<file path="src/rtl/usb_tx_sequencer_if.sv">
`default_nettype none
// ============================================================================
//  Module      : usb_tx_sequencer_if
//  Description : Bundle of the protocol-side command/FIFO signals and the
//                serializer-side byte/EOP handshake of the USB FS TX
//                sequencer. "slave" is the sequencer's view; "master" is the
//                view of the surrounding protocol controller and serializer.
//  Revision    : 1.0 - initial release
// ============================================================================
interface usb_tx_sequencer_if;
    logic [2:0] tx_packet;
    logic [6:0] buffer_occupancy;
    logic [7:0] tx_packet_data;
    logic       ser_ready;
    logic       eop_done;
    logic       get_tx_packet_data;
    logic       byte_load;
    logic [7:0] tx_byte;
    logic       eop_start;
    logic       tx_transfer_active;
    logic       tx_error;

    modport master (
        output tx_packet, buffer_occupancy, tx_packet_data, ser_ready, eop_done,
        input  get_tx_packet_data, byte_load, tx_byte, eop_start,
               tx_transfer_active, tx_error
    );

    modport slave (
        input  tx_packet, buffer_occupancy, tx_packet_data, ser_ready, eop_done,
        output get_tx_packet_data, byte_load, tx_byte, eop_start,
               tx_transfer_active, tx_error
    );
endinterface
`default_nettype wire

</file>
<file path="src/rtl/usb_tx_sequencer.sv">
`default_nettype none
// ============================================================================
//  Module      : usb_tx_sequencer
//  Description : Packet-level controller of the USB full-speed transmit path.
//                Sequences SYNC, PID, payload, CRC16 and EOP into the byte
//                serializer, computes the data CRC16 on the fly and flags
//                protocol errors (illegal command, oversize payload, FIFO
//                underflow, handshake timeout).
//  Revision    : 1.0 - initial release
// ============================================================================
module usb_tx_sequencer #(
    parameter int unsigned MAX_DATA = 64,
    parameter int unsigned TIMEOUT  = 255
) (
    input  logic                clk,
    input  logic                rst,
    usb_tx_sequencer_if.slave   bus
);

    localparam logic [6:0] c_MAX_DATA  = 7'(MAX_DATA);
    localparam logic [7:0] c_WAIT_LAST = 8'(TIMEOUT - 1);
    localparam logic [7:0] c_SYNC_BYTE = 8'h80;

    typedef enum logic [3:0] {
        ST_IDLE   = 4'd0,
        ST_SYNC   = 4'd1,
        ST_PID    = 4'd2,
        ST_DATA   = 4'd3,
        ST_CRC_LO = 4'd4,
        ST_CRC_HI = 4'd5,
        ST_EOP    = 4'd6,
        ST_ERR    = 4'd7
    } state_t;

    state_t      r_state,     w_state_nxt;
    logic [3:0]  r_pid,       w_pid_nxt;
    logic        r_is_data,   w_is_data_nxt;
    logic [6:0]  r_len,       w_len_nxt;
    logic [15:0] r_crc,       w_crc_nxt;
    logic [7:0]  r_wait,      w_wait_nxt;
    logic        r_eop_sent,  w_eop_sent_nxt;
    logic        r_byte_load, w_byte_load_nxt;
    logic [7:0]  r_tx_byte,   w_tx_byte_nxt;
    logic        r_get,       w_get_nxt;
    logic        r_eop_start, w_eop_start_nxt;
    logic        r_active,    w_active_nxt;
    logic        r_error,     w_error_nxt;

    logic        w_tick;
    logic        w_cmd_ok;
    logic        w_cmd_is_data;
    logic [3:0]  w_cmd_pid;

    // Reflected CRC16 (0xA001) advanced by one byte, LSB first.
    function automatic logic [15:0] crc16_byte(input logic [15:0] crc, input logic [7:0] data);
        logic [15:0] c;
        c = crc ^ {8'h00, data};
        for (int i = 0; i < 8; i++) begin
            c = c[0] ? ((c >> 1) ^ 16'hA001) : (c >> 1);
        end
        return c;
    endfunction

    // Next-state and next-output decode; every registered output is computed here.
    always_comb begin
        w_state_nxt     = r_state;
        w_pid_nxt       = r_pid;
        w_is_data_nxt   = r_is_data;
        w_len_nxt       = r_len;
        w_crc_nxt       = r_crc;
        w_wait_nxt      = r_wait;
        w_eop_sent_nxt  = r_eop_sent;
        w_byte_load_nxt = 1'b0;
        w_tx_byte_nxt   = r_tx_byte;
        w_get_nxt       = 1'b0;
        w_eop_start_nxt = 1'b0;
        w_active_nxt    = r_active;
        w_error_nxt     = r_error;
        w_tick          = 1'b0;
        w_cmd_ok        = 1'b0;
        w_cmd_is_data   = 1'b0;
        w_cmd_pid       = 4'h0;

        case (r_state)
            ST_IDLE: begin
                w_crc_nxt      = 16'hFFFF;
                w_wait_nxt     = 8'd0;
                w_eop_sent_nxt = 1'b0;
                case (bus.tx_packet)
                    3'd1:    begin w_cmd_ok = 1'b1; w_cmd_is_data = 1'b1; w_cmd_pid = 4'h3; end
                    3'd2:    begin w_cmd_ok = 1'b1; w_cmd_is_data = 1'b1; w_cmd_pid = 4'hB; end
                    3'd3:    begin w_cmd_ok = 1'b1; w_cmd_pid = 4'h2; end
                    3'd4:    begin w_cmd_ok = 1'b1; w_cmd_pid = 4'hA; end
                    3'd5:    begin w_cmd_ok = 1'b1; w_cmd_pid = 4'hE; end
                    default: ;
                endcase
                if (bus.tx_packet != 3'd0) begin
                    if (w_cmd_ok && !(w_cmd_is_data && (bus.buffer_occupancy > c_MAX_DATA))) begin
                        w_state_nxt   = ST_SYNC;
                        w_pid_nxt     = w_cmd_pid;
                        w_is_data_nxt = w_cmd_is_data;
                        w_len_nxt     = w_cmd_is_data ? bus.buffer_occupancy : 7'd0;
                        w_active_nxt  = 1'b1;
                        w_error_nxt   = 1'b0;
                    end else begin
                        w_state_nxt = ST_ERR;
                    end
                end
            end

            ST_SYNC: begin
                if (bus.ser_ready) begin
                    w_byte_load_nxt = 1'b1;
                    w_tx_byte_nxt   = c_SYNC_BYTE;
                    w_wait_nxt      = 8'd0;
                    w_state_nxt     = ST_PID;
                end else begin
                    w_tick = 1'b1;
                end
            end

            ST_PID: begin
                if (bus.ser_ready) begin
                    w_byte_load_nxt = 1'b1;
                    w_tx_byte_nxt   = {~r_pid, r_pid};
                    w_wait_nxt      = 8'd0;
                    if (!r_is_data)
                        w_state_nxt = ST_EOP;
                    else if (r_len == 7'd0)
                        w_state_nxt = ST_CRC_LO;
                    else
                        w_state_nxt = ST_DATA;
                end else begin
                    w_tick = 1'b1;
                end
            end

            ST_DATA: begin
                // The cycle carrying a pop still shows the old FIFO head, so it is skipped.
                if (bus.ser_ready && !r_get) begin
                    w_wait_nxt = 8'd0;
                    if (bus.buffer_occupancy == 7'd0) begin
                        w_error_nxt = 1'b1;
                        w_state_nxt = ST_EOP;
                    end else begin
                        w_byte_load_nxt = 1'b1;
                        w_get_nxt       = 1'b1;
                        w_tx_byte_nxt   = bus.tx_packet_data;
                        w_crc_nxt       = crc16_byte(r_crc, bus.tx_packet_data);
                        w_len_nxt       = r_len - 7'd1;
                        if (r_len == 7'd1)
                            w_state_nxt = ST_CRC_LO;
                    end
                end else begin
                    w_tick = 1'b1;
                end
            end

            ST_CRC_LO: begin
                if (bus.ser_ready) begin
                    w_byte_load_nxt = 1'b1;
                    w_tx_byte_nxt   = ~r_crc[7:0];
                    w_wait_nxt      = 8'd0;
                    w_state_nxt     = ST_CRC_HI;
                end else begin
                    w_tick = 1'b1;
                end
            end

            ST_CRC_HI: begin
                if (bus.ser_ready) begin
                    w_byte_load_nxt = 1'b1;
                    w_tx_byte_nxt   = ~r_crc[15:8];
                    w_wait_nxt      = 8'd0;
                    w_state_nxt     = ST_EOP;
                end else begin
                    w_tick = 1'b1;
                end
            end

            ST_EOP: begin
                if (!r_eop_sent) begin
                    if (bus.ser_ready) begin
                        w_eop_start_nxt = 1'b1;
                        w_eop_sent_nxt  = 1'b1;
                        w_wait_nxt      = 8'd0;
                    end else begin
                        w_tick = 1'b1;
                    end
                end else if (bus.eop_done) begin
                    w_wait_nxt   = 8'd0;
                    w_active_nxt = 1'b0;
                    w_state_nxt  = ST_IDLE;
                end else begin
                    w_tick = 1'b1;
                end
            end

            ST_ERR: begin
                w_error_nxt  = 1'b1;
                w_active_nxt = 1'b0;
                w_state_nxt  = ST_IDLE;
            end

            default: begin
                w_state_nxt = ST_IDLE;
            end
        endcase

        // A cycle spent waiting on the serializer advances the watchdog.
        if (w_tick) begin
            if (r_wait == c_WAIT_LAST)
                w_state_nxt = ST_ERR;
            else
                w_wait_nxt = r_wait + 8'd1;
        end
    end

    // State and output registers with synchronous reset.
    always_ff @(posedge clk) begin
        if (rst) begin
            r_state     <= ST_IDLE;
            r_pid       <= 4'h0;
            r_is_data   <= 1'b0;
            r_len       <= 7'd0;
            r_crc       <= 16'hFFFF;
            r_wait      <= 8'd0;
            r_eop_sent  <= 1'b0;
            r_byte_load <= 1'b0;
            r_tx_byte   <= 8'h00;
            r_get       <= 1'b0;
            r_eop_start <= 1'b0;
            r_active    <= 1'b0;
            r_error     <= 1'b0;
        end else begin
            r_state     <= w_state_nxt;
            r_pid       <= w_pid_nxt;
            r_is_data   <= w_is_data_nxt;
            r_len       <= w_len_nxt;
            r_crc       <= w_crc_nxt;
            r_wait      <= w_wait_nxt;
            r_eop_sent  <= w_eop_sent_nxt;
            r_byte_load <= w_byte_load_nxt;
            r_tx_byte   <= w_tx_byte_nxt;
            r_get       <= w_get_nxt;
            r_eop_start <= w_eop_start_nxt;
            r_active    <= w_active_nxt;
            r_error     <= w_error_nxt;
        end
    end

    assign bus.byte_load          = r_byte_load;
    assign bus.tx_byte            = r_tx_byte;
    assign bus.get_tx_packet_data = r_get;
    assign bus.eop_start          = r_eop_start;
    assign bus.tx_transfer_active = r_active;
    assign bus.tx_error           = r_error;

endmodule
`default_nettype wire

</file>
<file path="src/flat_wrapper.sv">
// flat-port wrapper written by rule: the top's interface ports become plain ports
module usb_tx_sequencer_flat 
#(
    parameter int unsigned MAX_DATA = 64,
    parameter int unsigned TIMEOUT  = 255
)
  (clk, rst, bus_tx_packet, bus_buffer_occupancy, bus_tx_packet_data, bus_ser_ready, bus_eop_done, bus_get_tx_packet_data, bus_byte_load, bus_tx_byte, bus_eop_start, bus_tx_transfer_active, bus_tx_error);
  usb_tx_sequencer_if bus_i ();
  input  logic clk;
  input  logic rst;
  input wire logic [$bits(bus_i.tx_packet)-1:0] bus_tx_packet;
  input wire logic [$bits(bus_i.buffer_occupancy)-1:0] bus_buffer_occupancy;
  input wire logic [$bits(bus_i.tx_packet_data)-1:0] bus_tx_packet_data;
  input wire logic [$bits(bus_i.ser_ready)-1:0] bus_ser_ready;
  input wire logic [$bits(bus_i.eop_done)-1:0] bus_eop_done;
  output wire logic [$bits(bus_i.get_tx_packet_data)-1:0] bus_get_tx_packet_data;
  output wire logic [$bits(bus_i.byte_load)-1:0] bus_byte_load;
  output wire logic [$bits(bus_i.tx_byte)-1:0] bus_tx_byte;
  output wire logic [$bits(bus_i.eop_start)-1:0] bus_eop_start;
  output wire logic [$bits(bus_i.tx_transfer_active)-1:0] bus_tx_transfer_active;
  output wire logic [$bits(bus_i.tx_error)-1:0] bus_tx_error;
  assign bus_i.tx_packet = bus_tx_packet;
  assign bus_i.buffer_occupancy = bus_buffer_occupancy;
  assign bus_i.tx_packet_data = bus_tx_packet_data;
  assign bus_i.ser_ready = bus_ser_ready;
  assign bus_i.eop_done = bus_eop_done;
  assign bus_get_tx_packet_data = bus_i.get_tx_packet_data;
  assign bus_byte_load = bus_i.byte_load;
  assign bus_tx_byte = bus_i.tx_byte;
  assign bus_eop_start = bus_i.eop_start;
  assign bus_tx_transfer_active = bus_i.tx_transfer_active;
  assign bus_tx_error = bus_i.tx_error;
  usb_tx_sequencer #(.MAX_DATA(MAX_DATA), .TIMEOUT(TIMEOUT)) u_core (.clk(clk), .rst(rst), .bus(bus_i));
endmodule
</file>
<file path="config.mk">
export PLATFORM = sky130hd
export DESIGN_NAME = usb_tx_sequencer_flat
export DESIGN_NICKNAME = d
export VERILOG_FILES = /design/src/rtl/usb_tx_sequencer_if.sv /design/src/rtl/usb_tx_sequencer.sv /design/src/flat_wrapper.sv
export SDC_FILE = /design/constraint.sdc
export NUM_CORES = 1
export LEC_CHECK = 0
export BUFFER_PORTS_ARGS = -buffer_cell sky130_fd_sc_hd__buf_4
export CAP_MARGIN = 20
export CORE_UTILIZATION = 40
export DETAILED_ROUTE_END_ITERATION = 8
export PLACE_DENSITY = 0.64
export SLEW_MARGIN = 20
export SYNTH_ARGS = -nofsm -noshare
export SYNTH_HDL_FRONTEND = slang
export SYNTH_SLANG_ARGS = --single-unit
</file>
<file path="constraint.sdc">
create_clock -name clk -period 2.9 [get_ports clk]
set_input_delay 0.58 -clock clk [delete_from_list [all_inputs] [get_ports clk]]
set_output_delay 0.58 -clock clk [all_outputs]
set_load 0.01 [all_outputs]
</file>
==> metrics.md, run 1 <==
| Metric | Value |
|---|---|
| Mux cell area share after synthesis | 0.05447 |
| Combinational share of power | 0.252 |
| Worst slew margin | 0.5376 |
| 1st-iter DRT viols | 208 |
| RSZ-0062 raised after global routing | no |
| Die area | 8344 um2 |
| First-pass GRT wire length | 13300 um |
| # DRC | 0 |
| DP Wirelength | 5896 um |
| Initial antenna violation count | 0 |
| Register bit count reported by yosys | 54 |
| Post-synth top flop | dfxtp_1 |
| Final-report hold violation count | 0 |
| Global route overflow | 0 |
| Static Leakage | 1.290 nW |
| ANT cells | 0 |
| H-tree depth | 2 |
| YS warnings | 0 |
| Worst-path cell chain | nor2b_1 > nand3_1 > o2111ai_1 > nand2_1 > mux2_2 > nor2_1 |
| # port buffers | 34 |
| GRT Overall Usage | 0.1985 |
| Post_cts resized | 0 |
| Router iterations before antenna repair | 4 |
| Critical path's slowest cell | o2111ai_1 |
| Crit end category | flop |
| CTS root buf | clkbuf_8 |
| Placed inst area | 3572 um2 |
| Die height | 91.35 um |
| Sequential Power Share | 0.502 |
| Post-synthesis compound-gate area fraction | 0.2257 |
| Critical Path Start Type | flop |
| Final wirelength | 8037 um |
| Post-Syn Nets | 423 |
| Number of CTS-inserted buffers | 5 |
| Worst-Margin Slew | 0.6929 ns |
| PD cells | 434.5 nW/um2 |
| Final ANT Viol Nets | 0 |
| Post-synth EDFFs | 0 |
| Setup-failing EPs final | 0 |
| Clk pwr share | 0.246 |
| Data required, critical path | 3.14 ns |
| Fin. max-slew vios | 0 |
| Fmax | 0.4424 GHz |
| P&R area growth vs syn | 14.26% |
| Status | finished clean |
| Hold Buf Count CTS | 0 |
| Syn avg cell area | 8.043 um2 |
| Clock Skews | 0.007650 ns |
| I/O pin total | 35 |
| Vias in the first global route | 2809 |
| Largest net degree at the start of global routing | 53 |
| CORE AREA | 7727 um2 |
| Peak supply drop | 0.2304 mV |
| Internal power | 1.100 mW |
| Via/cell ratio | 5.668 |
| Starting Density | 0.4132 |
| Sequential share of the synthesized area | 0.3386 |
| Row cnt | 32 |
| Critical Path AT | 2.50 ns |
| Setup Buffers After CTS | 0 |
| WS Path Type | reg -> reg |
| Min Tclk post-route | 2.261 ns |
| Vias after detailed routing | 2987 |
| Nets | 451 |
| Async set-reset flop share out of synthesis | 0 |
| Switching share of power | 0.3060 |
| Synthesized netlist cell count | 397 |
| Period utilisation layout | 0.7795 |
| HP Class | reg -> reg |
| Largest family of logic cells by synthesized area | simple AND/OR/NAND/NOR gates |
| Cell variety after synth | 64 |
| Final Cell Area | 3649 um2 |
| TritonCTS clock tree | yes |
| Pre-CTS setup slack | 0.3333 ns |
| Skew-Pair Late Insertion Delay | 0.30 ns |
| Horiz. Die Dim | 91.35 um |
| CTS Buffer Depth | 2 |
| Post-synthesis adder-cell area fraction | 0.01567 |
| Clock slew at reported path FFs | 0.09 ns |
| Max-cap violations | 0 |
| Clock sink count | 54 |
| RD Place Congestion | 0.8553 |
| Final setup TNS | 0 ns |
| Post-Synth Simple-Gate Area | 0.2484 |
| Syn Std Cell Area | 3193 um2 |
| CP peak stage delay | 0.64 ns |
| Psw | 0.4850 mW |
| XOR/XNOR share of the synthesized area | 0.07288 |
| Share of cells above drive strength 1 | 0.1953 |
| Routed len/inst | 15.25 um |
| Final WS setup | 0.6394 ns |
| Critical path fanouts, max | 13 |
## synth_stat cells, types with 7 or more instances
library cell	instances	area [um2]
o22ai_1	9	56.30
inv_1	10	37.54
dfxtp_1	54	1081
nor3_1	20	100.1
nor2_1	47	176.4
mux2_2	11	123.9
clkbuf_1	17	63.81
xnor2_1	19	166.4
o21ai_0	14	70.07
nand3_1	13	65.06
or2_2	10	62.56
nand2_1	25	93.84
a21oi_1	31	155.2
nand2b_1	7	43.79
## layout make-up
class | instances | area, um2
repair buffers | 46 | 345.3
multi-input cells | 308 | 1981
fillers | 770 | 4079
well taps | 102 | 127.6
clock buffers | 7 | 76.32
inverters | 10 | 37.54
flip-flops and latches | 54 | 1081
## layout by cell type (no fill, tap or decap), types with 6 or more instances in the layout
| master | count |
|---|---|
| or2_2 | 10 |
| mux2_2 | 11 |
| a21oi_1 | 31 |
| nand4_1 | 6 |
| dfxtp_1 | 54 |
| nand2_1 | 25 |
| nor2b_1 | 6 |
| o22ai_1 | 9 |
| nor3_1 | 20 |
| a22oi_1 | 6 |
| nand2b_1 | 7 |
| inv_1 | 10 |
| xnor2_1 | 19 |
| buf_4 | 46 |
| nand3_1 | 13 |
| nor2_1 | 47 |
| o21ai_0 | 14 |
## registers in the layout, indices dropped and copies added, names as in the netlist
name / flops
u_core.bus.eop_start: 1
u_core.r_is_data: 1
u_core.r_wait: 8
u_core.r_pid: 4
u_core.bus.tx_error: 1
u_core.r_eop_sent: 1
u_core.bus.tx_byte: 8
u_core.bus.get_tx_packet_data: 1
u_core.r_state: 4
u_core.bus.tx_transfer_active: 1
u_core.bus.byte_load: 1
u_core.r_len: 7
u_core.r_crc: 16
## stage by stage
step	cells	hold slack (ns)	power, mW	util
floorplan	397	0.4563	1.089	-
global route	527	0.5126	1.673	0.4722
CTS	527	0.4834	1.596	0.4722
finish	527	0.4816	1.585	0.4722
global placement	520	0.4630	1.202	0.4623
detailed placement	520	0.4682	1.206	0.4623
## critical path: cells and delay by family (launching register included)
kind | cells | cell delay (ns)
muxes | 1 | 0.29
AOI/OAI and AO/OA | 1 | 0.64
DFF | 1 | 0.57
and+or+nand+nor | 4 | 0.71
## power by group through the flow
stage	sequential (mW)	combinational, mW	clock (mW)
3_3_place_gp	0.813	0.389	0
3_5_place_dp	0.813	0.393	0
4_1_cts	0.796	0.395	0.405
5_1_grt	0.800	0.437	0.436
2_1_floorplan	0.802	0.287	0
6_report	0.796	0.399	0.390
## layer usage
metal,vias to the layer above,wire length (um),GRT usage
met5,-,0,0
met4,0,102,0.05688
met3,11,381,0.03183
met2,84,3875,0.3378
met1,1399,3678,0.2584
li1,1493,-,-
## worst paths after layout
kind | start | to | slack, ns | cells after the start
max | u_core.r_state[2] | u_core.r_wait[7] | 0.64 | 6
min | u_core.bus.tx_byte[7] | u_core.bus.tx_byte[7] | 0.48 | 2
max reg2reg | u_core.r_state[2] | u_core.r_wait[7] | 0.64 | 6
min reg2reg | u_core.bus.tx_byte[7] | u_core.bus.tx_byte[7] | 0.48 | 2
## cell families (layout without fill, tap and decap cells)
logic type | Yosys count | count (layout)
DFF | 54 | 54
buffers and inverters | 35 | 63
muxes | 16 | 16
other | 1 | 1
xor gates and xnor gates | 25 | 25
AOI/OAI and AO/OA | 105 | 105
adders and majority gates | 4 | 4
and+or+nand+nor | 157 | 157
(Power assumes the default switching activity.)
==> run 2, diff against run 1 <==
Clock period 2.9 ns to 2.1 ns, I/O delays scaled along.
==> metrics.md, run 2 (synthesis results as in run 1) <==
| Metric | Value |
|---|---|
| Crit path to | u_core.r_len[1] |
| Worst slew margin | 0.5859 |
| CTS Buffer Depth | 2 |
| Min-delay src | u_core.bus.tx_byte[7] |
| 1st-iter DRT viols | 238 |
| Via/cell ratio | 5.498 |
| Final ANT Viol Nets | 0 |
| RR Endpoint | u_core.r_state[0] |
| Die height | 91.35 um |
| Utilization after layout | 0.5105 |
| Share of cells above drive strength 1 | 0.2522 |
| RD Place Congestion | 0.8726 |
| Vias after detailed routing | 3046 |
| RSZ-0062 raised after global routing | no |
| Crit path depth | 7 |
| WS Path Type | in -> reg |
| Clock Skews | 0.01160 ns |
| HP Class | reg -> reg |
| Die area | 8344 um2 |
| Final WS setup | 0.06901 ns |
| TritonCTS clock tree | yes |
| CORE AREA | 7727 um2 |
| Routed len/inst | 14.92 um |
| # DRC | 0 |
| Critical path's slowest cell | or4_4 |
| Period utilisation layout | 0.9671 |
| Final-report hold violation count | 0 |
| Data required, critical path | 2.29 ns |
| I/O pin total | 35 |
| Reg2reg start | u_core.r_state[2] |
| Fin. max-slew vios | 0 |
| Largest net degree at the start of global routing | 53 |
| Row cnt | 32 |
| Static Leakage | 1.460 nW |
| Peak supply drop | 0.2949 mV |
| Setup Buffers After CTS | 0 |
| Min Tclk post-route | 2.031 ns |
| Max-cap violations | 0 |
| CTS root buf | clkbuf_8 |
| Commonest non-fill, non-tap cell in the layout | buf_4 |
| Most frequent cells in the layout | buf_4, dfxtp_1, nor2_1 |
| CP startpoint | bus_buffer_occupancy[5] |
| Critical Path AT | 2.22 ns |
| Worst-path cell chain | buf_4 > or4_4 > o31a_1 > a221oi_4 > o21ai_4 > a311oi_1 > a211oi_1 |
| WP buf/inv | 1 |
| # port buffers | 34 |
| Critical Path Start Type | input pin |
| Global route overflow | 0 |
| Number of CTS-inserted buffers | 5 |
| Max FFs per register | 16 |
| Critical path fanouts, max | 8 |
| PD cells | 652.6 nW/um2 |
| Status | finished clean |
| Skew-Pair Late Insertion Delay | 0.32 ns |
| Final wirelength | 8264 um |
| Clock sink count | 54 |
| Router iterations before antenna repair | 4 |
| Nets | 477 |
| Initial antenna violation count | 0 |
| FILL cells | 771 |
| Fmax | 0.4924 GHz |
| Clock slew at reported path FFs | 0.11 ns |
| H-tree depth | 2 |
| Crit end category | flop |
| Vias in the first global route | 2740 |
| Setup-failing EPs final | 0 |
| Starting Density | 0.4132 |
| CP peak stage delay | 0.53 ns |
| DP Wirelength | 5886 um |
| R2R setup slack | 0.16 ns |
| GRT Overall Usage | 0.2006 |
| Delay-heaviest family, CP | compound AO/OA/AOI/OAI gates |
| Top reg by flops | u_core.r_crc |
| Pre-CTS setup slack | -0.2431 ns |
| P&R area growth vs syn | 23.55% |
| First-pass GRT wire length | 13430 um |
| Hold Buf Count CTS | 0 |
| ANT cells | 0 |
| Total power | 2.574 mW |
| Worst-Margin Slew | 0.6132 ns |
| R2R cell count | 5 |
| Horiz. Die Dim | 91.35 um |
[run 2: changes by cell type in the layout (fill, tap and decap cells not counted), sizes merged]
cell    delta
buf       +26
clkbuf     -2
bufinv     +2
clkinv     +1
[run 2: stage by stage]
step | setup TNS, ns | hold WS [ns] | std cells | cell area, um2
after detailed placement | -1.999 | 0.4725 | 546 | 3792
after global placement | -1.652 | 0.4712 | 546 | 3792
after floorplan | 0 | 0.4563 | 397 | 3193
after CTS | 0 | 0.4782 | 554 | 3930
after global routing | 0 | 0.5022 | 554 | 3945
final | 0 | 0.4827 | 554 | 3945
[run 2: cell type report]
class                           count  area [um2]  area share
Clock inverter                      3       68.82     0.01744
Inverter                           10       37.54    0.009515
Tap cell                          102       127.6     0.03235
Multi-Input combinational cell    308        1994      0.5056
Clock buffer                        5       68.82     0.01744
Sequential cell                    54        1082      0.2743
Timing Repair Buffer               72       565.5      0.1434
[run 2: per-layer routing]
metal / up-vias / share of wire / global-route usage
li1: 1542 / - / -
met1: 1416 / 0.47 / 0.2625
met2: 67 / 0.47 / 0.3327
met3: 21 / 0.037 / 0.03518
met4: 0 / 0.021 / 0.06746
met5: - / 0 / 0
[run 2: timing repair]
action                                  CTS  global route
endpoints found under the setup margin    0             1
gates resized for setup                   0             3
hold endpoints to repair                  0             0
[run 2: where the power goes]
part	internal, mW	switching [mW]	total (mW)
combinational	0.295	0.340	0.635
clock	0.478	0.363	0.841
sequential	1.06	0.0409	1.10
[run 2: how the worst min path moves through the flow]
stage	to	slack, ns	cells past startpoint
6_report	u_core.bus.tx_byte[7]	0.48	2
5_1_grt	u_core.r_pid[3]	0.50	3
4_1_cts	u_core.r_pid[3]	0.48	3
3_3_place_gp	u_core.bus.tx_byte[7]	0.47	2
3_5_place_dp	u_core.bus.tx_byte[7]	0.47	2
2_1_floorplan	u_core.r_len[6]	0.46	2
[run 2: tightest hold or removal path, stage by stage, from the launching register on]
cell	delay (ns)
dfxtp_1	0.33
inv_1	0.05
a221oi_1	0.06
==> run 3, diff against run 2 <==
Settings changed: CORE_ASPECT_RATIO from default to 2, CORE_MARGIN from default to 2.
Clock period 2.1 ns to 2.51 ns, I/O delays scaled along.
==> metrics.md, run 3 (synthesis results as in run 1) <==
| Metric | Value |
|---|---|
| Share of cells above drive strength 1 | 0.2056 |
| Vias after detailed routing | 2972 |
| Skew-Pair Late Insertion Delay | 0.30 ns |
| HP Class | reg -> reg |
| Commonest non-fill, non-tap cell in the layout | dfxtp_1 |
| Status | finished clean |
| Clock Skews | 0.007617 ns |
| Worst-Margin Slew | 0.5825 ns |
| Nets | 453 |
| Critical Path AT | 2.41 ns |
| H-tree depth | 2 |
| Final WS setup | 0.2663 ns |
| Clock sink count | 54 |
| Total power | 2.092 mW |
| Critical Path Start Type | input pin |
| Final setup TNS | 0 ns |
| Starting Density | 0.4079 |
| Die height | 130.4 um |
| Largest net degree at the start of global routing | 53 |
| Max FFs per register | 16 |
| Initial antenna violation count | 0 |
| Critical path fanouts, max | 8 |
| DP Wirelength | 5838 um |
| Final-report hold violation count | 0 |
| PD cells | 561.1 nW/um2 |
| Crit end category | flop |
| Router iterations before antenna repair | 4 |
| Min Tclk post-route | 2.244 ns |
| # DRC | 0 |
| Peak supply drop | 0.4113 mV |
| Inst Count DP | 516 |
| Setup-failing EPs final | 0 |
| CORE AREA | 7828 um2 |
| 1st-iter DRT viols | 277 |
| Fmax | 0.4457 GHz |
| Period utilisation layout | 0.8939 |
| Max-cap violations | 0 |
| Hold Buf Count CTS | 0 |
| Horiz. Die Dim | 67.18 um |
| I/O pin total | 35 |
| CTS Buffer Depth | 2 |
| Top reg by flops | u_core.r_crc |
| WS Path Type | in -> reg |
| Most frequent cells in the layout | dfxtp_1, buf_4, nor2_1 |
| GRT Overall Usage | 0.1989 |
| First-pass GRT wire length | 13540 um |
| Number of CTS-inserted buffers | 5 |
| Post-route insts no fill | 524 |
| RSZ-0062 raised after global routing | no |
| Pre-CTS setup slack | -0.04515 ns |
| Row cnt | 46 |
| Setup Buffers After CTS | 0 |
| Vias in the first global route | 2750 |
| ANT cells | 0 |
| Post_cts resized | 0 |
| Final wirelength | 8093 um |
| CTS root buf | clkbuf_16 |
| Routed len/inst | 15.44 um |
| Fin. max-slew vios | 0 |
| Data required, critical path | 2.67 ns |
| TritonCTS clock tree | yes |
| FILL cells | 816 |
| Final ANT Viol Nets | 0 |
| # port buffers | 34 |
| RD Place Congestion | 0.8833 |
| Utilization after layout | 0.4763 |
| Worst slew margin | 0.6066 |
| P&R area growth vs syn | 16.77% |
| Clock slew at reported path FFs | 0.07 ns |
| Static Leakage | 1.328 nW |
| Via/cell ratio | 5.672 |
| Global route overflow | 0 |
| Die area | 8756 um2 |
-- run 3: path summary, 6_finish.rpt --
path / start / endpoint / slack [ns] / depth (start not counted)
min: u_core.bus.tx_byte[7] / u_core.bus.tx_byte[7] / 0.48 / 2
max: bus_buffer_occupancy[5] / u_core.r_len[1] / 0.27 / 7
max reg2reg: u_core.r_state[0] / u_core.r_wait[6] / 0.35 / 6
min reg2reg: u_core.bus.tx_byte[7] / u_core.bus.tx_byte[7] / 0.48 / 2
-- run 3: layer usage --
layer / vias to the layer above / part of all wire / GRT usage
li1: 1493 / - / -
met1: 1401 / 0.42 / 0.2483
met2: 65 / 0.52 / 0.3477
met3: 13 / 0.034 / 0.02672
met4: 0 / 0.020 / 0.05882
met5: - / 0 / 0
-- run 3: through the flow --
stage	hold slack [ns]	cell area [um2]
floorplan	0.4563	3193
detailed placement	0.4674	3580
global placement	0.4648	3580
CTS	0.4827	3729
finish	0.4812	3729
global route	0.4894	3729
-- run 3: final cells by class --
type                    count  area, um2  share of cell area
multi-input cells         308       1981              0.5312
flip-flops and latches     54       1081              0.2899
repair buffers             48      360.3             0.09664
clock buffers               5      125.1             0.03356
well taps                  96      120.1             0.03221
inverters                  10      37.54             0.01007
clock inverters             3      23.77            0.006376
-- run 3: critical path, cell delays in order --
cell	delay, ns
buf_4	0.12
or4_4	0.53
o31a_1	0.32
a221oi_4	0.37
o21ai_2	0.19
a311oi_1	0.30
a211oi_1	0.08
-- run 3: where the power goes --
group	switching, mW	internal [mW]
combinational	0.265	0.197
clock	0.334	0.374
sequential	0.0382	0.884
total	0.637	1.46
